### src/rtl/ct_merge.sv
// ct_merge: N-to-1 round-robin packet merge with whole-packet grant locking.
// Outputs are a zero-latency combinational mux of the granted input.
module ct_merge #(
    parameter int unsigned NI = 2,
    parameter int unsigned WO = 8,
    parameter int unsigned WF = 1
) (
    input  logic             clk,
    input  logic             reset,
    input  logic [NI*WO-1:0] i_data,
    input  logic [NI-1:0]    i_valid,
    input  logic [NI*WF-1:0] i_flow,
    input  logic [NI-1:0]    i_eop,
    output logic [NI-1:0]    o_ready,
    output logic [WO-1:0]    o_data,
    output logic             o_valid,
    output logic [WF-1:0]    o_flow,
    output logic             o_eop,
    input  logic             i_ready
);

    localparam int unsigned WI = (NI > 1) ? $clog2(NI) : 1;

    typedef enum logic {
        ST_OPEN   = 1'b0,
        ST_LOCKED = 1'b1
    } state_t;

    state_t        state;
    logic [WI-1:0] cur;
    logic [WI-1:0] rr_ptr;
    logic [WI-1:0] sel_rr;
    logic [WI-1:0] sel;
    logic [WI-1:0] sel_inc;
    logic          xfer;

    // Round-robin pick: lowest valid index >= rr_ptr, else lowest valid overall, else rr_ptr
    always_comb begin
        sel_rr = rr_ptr;
        for (int j = int'(NI) - 1; j >= 0; j--) begin
            if (i_valid[j]) begin
                sel_rr = WI'(j);
            end
        end
        for (int j = int'(NI) - 1; j >= 0; j--) begin
            if (i_valid[j] && (WI'(j) >= rr_ptr)) begin
                sel_rr = WI'(j);
            end
        end
    end

    // A locked grant ignores arbitration until its eop beat transfers
    assign sel = (state == ST_LOCKED) ? cur : sel_rr;

    // Next round-robin start, wrapping at NI-1 for any NI
    assign sel_inc = ((int'(sel) + 1) >= int'(NI)) ? '0 : WI'(int'(sel) + 1);

    // Output mux and per-input ready; everything is forced quiet during reset
    always_comb begin
        o_data  = '0;
        o_flow  = '0;
        o_eop   = 1'b0;
        o_valid = 1'b0;
        o_ready = '0;
        for (int j = 0; j < int'(NI); j++) begin
            if (WI'(j) == sel) begin
                o_data     = i_data[j*WO +: WO];
                o_flow     = i_flow[j*WF +: WF];
                o_eop      = i_eop[j];
                o_valid    = i_valid[j] & ~reset;
                o_ready[j] = i_ready & ~reset;
            end
        end
    end

    assign xfer = o_valid & i_ready;

    // Grant state: release and advance on eop transfer, lock on any other presented beat
    always_ff @(posedge clk) begin
        if (reset) begin
            state  <= ST_OPEN;
            cur    <= '0;
            rr_ptr <= '0;
        end else if (xfer && o_eop) begin
            state  <= ST_OPEN;
            rr_ptr <= sel_inc;
        end else if (o_valid) begin
            state  <= ST_LOCKED;
            cur    <= sel;
        end
    end

endmodule

### config.mk
export PLATFORM = sky130hd
export DESIGN_NAME = ct_merge
export DESIGN_NICKNAME = d
export VERILOG_FILES = /design/src/rtl/ct_merge.sv
export SDC_FILE = /design/constraint.sdc
export NUM_CORES = 1
export LEC_CHECK = 0
export CORE_AREA = 2 2 39 41
export CTS_CLUSTER_DIAMETER = 50
export CTS_CLUSTER_SIZE = 30
export DETAILED_ROUTE_END_ITERATION = 10
export DIE_AREA = 0 0 41 43
export PLACE_DENSITY = 0.77
export RECOVER_POWER = 25
export SKIP_CTS_REPAIR_TIMING = 1
export SYNTH_ARGS = -nofsm -noshare
export SYNTH_HDL_FRONTEND = slang
export SYNTH_SLANG_ARGS = --single-unit
### constraint.sdc
create_clock -name clk -period 2.42 [get_ports clk]
set_input_delay 0.484 -clock clk [delete_from_list [all_inputs] [get_ports clk]]
set_output_delay 0.484 -clock clk [all_outputs]
set_load 0.01 [all_outputs]
# [Word level (Yosys, flattened, before mapping)]
# Index checks and enable logic that the tools add are counted.
[classes] muxes=12 n_bitwise=6 n_reduce_logical=5 n_lt_le_gt_ge=3 add_sub_neg=1
[op_table] cell="$ge A32 B3 Y1 const B" n=1
[op_table] cell="$mux W1" n=11
[op_table] cell="$mux W8" n=1
[op_table] cell="$and A1 B1 Y1" n=4
[op_table] cell="$logic_and A1 B1 Y1" n=3
[op_table] cell="$add A1 B1 Y2 const B" n=1
[op_table] cell="$ge A1 B1 Y1 const A" n=2
[op_table] cell="$not A1 Y1" n=2
[op_table] cell="$reduce_and A2 Y1" n=1
[op_table] cell="$reduce_or A2 Y1" n=1
[totals] input_bits=25 out_inout_bits=13 reg_bits=3

# [Depth between registers and ports, before layout]
# Gate-level depths: netlist (run 1).
[depth] ltp_word=10 ltp_mapped=6 ltp_nobuf=5

# [Worst setup path after synthesis (run 1)]
# Ideal clock, no wire load.
[synth_path] kind="input to output" start="in i_valid[0]" end="out o_data[0]" n_path_buf=1 t_required_ps=1936 arrival_time_ps=1324 cell_stages=6 path_slack_ps=612 path_cell_list="nand2b_1 -> a211oi_2 -> or2_4 -> buf_2 -> nand2_1 -> nand2_1"
[synth_via] elab_chain_len=5
[synth_rtl] item="from (decl)" line_no="11" rtl="input logic [NI-1:0] i_valid,"
[synth_rtl] item="$mux W1" line_no="41" rtl="if (i_valid[j]) begin"
[synth_rtl] item="$mux W1" line_no="46" rtl="if (i_valid[j] && (WI'(j) >= rr_ptr)) begin"
[synth_rtl] item="$mux W1 *" line_no="46"
[synth_rtl] item="$mux W1 *" line_no="53" rtl="assign sel = (state == ST_LOCKED) ? cur : sel_rr;"
[synth_rtl] item="$mux W8 *" line_no="66" rtl="if (WI'(j) == sel) begin"
[synth_rtl] item="to (decl)" line_no="15" rtl="output logic [WO-1:0] o_data,"
# Every way passes the cells marked *; elsewhere a longest branch is shown, timed or not.

# [Final worst setup path (run 1)]
[layout_path] start="in i_valid[0]" end="out o_eop"
[layout_via] elab_chain_len=5
[layout_rtl] item="$mux W1" line_no="41"
[layout_rtl] item="$mux W1" line_no="46"
[layout_rtl] item="$mux W1 *" line_no="46"
[layout_rtl] item="$mux W1 *" line_no="53"
[layout_rtl] item="$mux W1 *" line_no="66"
[layout_rtl] item="to (decl)" line_no="18" rtl="output logic o_eop,"
# Marked as above.

==> insert_results.sql, run 1 <==
INSERT INTO impl_metrics (metric_group, metric, value, unit) VALUES
('sta', 'slew_headroom', '75.59', '%'),
('cells_and_area', 'multi_input_comb_area', '301.5', 'sq um'),
('power_and_ir_drop', 'fin_total_pwr', '350.7', 'uW'),
('synth', 'netlist_instances', '59', ''),
('power_and_ir_drop', 'seq_power_share', '16.6', '%'),
('sta', 'maxSlewViolCount', '0', ''),
('synth', 'post_synth_main_area_contributors', 'nand2_1 32%, dfxtp_1 17%, a211oi_2 6.9%', ''),
('synth', 'synth_async_sr_flop_share', '0', '%'),
('setup_path', 'reg2regPathDepth', '7', ''),
('synth', 'post_synth_num_cell_types', '21', ''),
('clock_network', 'clkSinkCount', '3', ''),
('place', 'detailed_place_hpwl', '993.7', 'microns'),
('routing', 'routed-via-count', '563', ''),
('power_and_ir_drop', 'vdd.ir_drop.worst', '538.9', 'uV'),
('routing', 'remaining_drc_errors', '0', ''),
('power_and_ir_drop', 'power_per_cell_area', '389.8', 'mW/mm^2'),
('place', 'place_worst_setup_slack', '-471.8', 'ps'),
('sta', 'timing.final.crit_share', '94.17', '%'),
('cells_and_area', 'leading_cell_type_in_the_layout_fill_and_taps_excluded', 'nand2_1', ''),
('sta', 'timing.final.setup_violations', '0', ''),
('power_and_ir_drop', 'p_sw', '111.8', 'uW'),
('die', 'io-pin-count', '38', ''),
('cells_and_area', 'n_fill_cell', '119', ''),
('setup_path', 'worst_setup_path_end_kind', 'primary output', ''),
('synth', 'postSynthRegisterBits', '3', ''),
('place', 'routabilityCongestion', '0.7598', ''),
('place', 'placement.io_buffers', '37', ''),
('synth', 'yosysWarningCount', '0', ''),
('synth', 'syn-cell-area', '361.6', 'sq um'),
('setup_path', 'timing.critical_path.fanout_max', '3', ''),
('cells_and_area', 'layout.cells.most_common_list', '31 x nand2_1, 22 x clkdlybuf4s50_1, 13 x dlymetal6s2s_1', ''),
('sta', 'final.min_clock_period', '2279', 'ps'),
('synth', 'synth.net_count', '84', ''),
('synth', 'syn_avg_cell_area', '6.129', 'sq um'),
('global_routing', 'grt_pass1_wl', '1780', 'microns'),
('sta', 'final.setup.tns', '0', 'ps'),
('place', 'placed_cell_area', '818.3', 'sq um'),
('setup_path', 'worstPathArrival', '1790', 'ps'),
('cells_and_area', 'final_cell_area', '899.6', 'sq um'),
('sta', 'rsz_0062_raised_after_global_routing', 'no', ''),
('die', 'std_cell_rows', '14', ''),
('sta', 'tightest_slew', '364.0', 'ps'),
('synth', 'synth.yosys.seq_area_share', '16.61', '%'),
('routing', 'wl_met1', '504', 'microns'),
('routing', 'first_iter_violations', '7', ''),
('cells_and_area', 'final_core_utilization', '65.01', '%'),
('cells_and_area', 'fin_nets', '136', ''),
('power_and_ir_drop', 'clock_power_share', '25.1', '%'),
('worst_hold_path', 'timing.hold.worst_path_depth', '2', ''),
('sta', 'finalHoldViolCount', '0', ''),
('global_routing', 'number_of_global_route_vias_before_repair', '455', ''),
('routing', 'firstDrtPassIters', '3', ''),
('routing', 'met3RoutedLength', '141', 'microns'),
('setup_path', 'timing.critical_path.cells', 'dlymetal6s2s_1 -> nand2b_1 -> a211oi_4 -> or2_4 -> buf_4 -> mux2_4 -> dlymetal6s2s_1', ''),
('sta', 'max_clock_freq', '438.8', 'MHz'),
('routing', 'highest_layer', 'met3', ''),
('cells_and_area', 'sequential_cell_area', '60.06', 'sq um'),
('setup_path', 'crit_path_start_kind', 'primary input', ''),
('routing', 'route.met2.wl', '628', 'microns'),
('clock_network', 'cts_h_tree_depth', '1', ''),
('routing', 'route.antenna.remaining_nets', '0', ''),
('routing', 'detail_route.vias_per_cell', '4.468', ''),
('power_and_ir_drop', 'internal_power', '238.8', 'uW'),
('die', 'dieWidth', '41', 'microns'),
('global_routing', 'grt_antenna_before_repair', '0', ''),
('synth', 'area_fraction_of_the_dominant_cell_type_after_synthesis', '32.18', '%'),
('worst_hold_path', 'class_of_the_tightest_hold_or_removal_check', 'reg -> reg', ''),
('clock_network', 'clock_insertion_delay_worst_skew', '230', 'ps'),
('global_routing', 'grt_overflow', '0', ''),
('status', 'run_status', 'finished clean', ''),
('power_and_ir_drop', 'p_leak', '0.5399', 'nW');
==> cells in the mapped netlist (2+ instances only) <==
library cell / number
a211oi_2: 2
nor2_1: 6
nand2_1: 31
dfxtp_1: 3
==> layer usage <==
layer	track usage, %	vias up
met4	2.000	0
li1	-	297
met1	17.52	244
met2	21.56	22
met5	0	-
met3	5.759	0
==> power groups by stage <==
stage | combinational, mW | sequential [mW] | clock (mW)
floorplan | 0.0808 | 0.0572 | 0
global placement | 0.203 | 0.0580 | 0
detailed placement | 0.204 | 0.0581 | 0
CTS | 0.205 | 0.0573 | 0.0910
global route | 0.225 | 0.0586 | 0.0985
finish | 0.205 | 0.0581 | 0.0880
==> stage by stage <==
step | hold WS [ps] | instances
floorplan | 460.4 | 59
global route | 579.0 | 126
global placement | 527.3 | 120
finish | 529.5 | 126
CTS | 533.8 | 124
detailed placement | 522.6 | 120
==> worst min-delay path, stage by stage, from the launching register on <==
cell	delay [ps]
dfxtp_1	340
a41oi_1	50
nor2_1	100
==> state kept, by name, indices dropped and copies added (netlist names) <==
register  cells
rr_ptr        1
state         1
cur           1
==> cell type report <==
cell class                 instances  area share, %
clock buffer                       4          2.921
sequential                         3          6.676
multi-input combinational         53          33.52
tap                               16          2.225
timing repair buffer              49          54.24
inverter                           1         0.4172
==> path summary, 6_finish.rpt <==
path	startpoint	endpoint
setup reg to reg	rr_ptr$_SDFFE_PP0P_	state$_SDFFE_PP0P_
hold reg to reg	rr_ptr$_SDFFE_PP0P_	rr_ptr$_SDFFE_PP0P_
hold / removal	rr_ptr$_SDFFE_PP0P_	rr_ptr$_SDFFE_PP0P_
setup / recovery	i_valid[0]	o_eop
==> cells by family after synthesis <==
logic type / synth area share (%)
mux: 6.919
flops: 16.61
compound gates: 23.18
buf+inv: 3.457
simple gates: 49.83
No activity file was read; power rests on OpenSTA's default activity.
==> inputs of run 2 (changes only) <==
- CTS_CLUSTER_DIAMETER: 50 -> default
==> results of run 2 <==
Same layout as run 1: the final DEF is identical, and so are final timing and power.
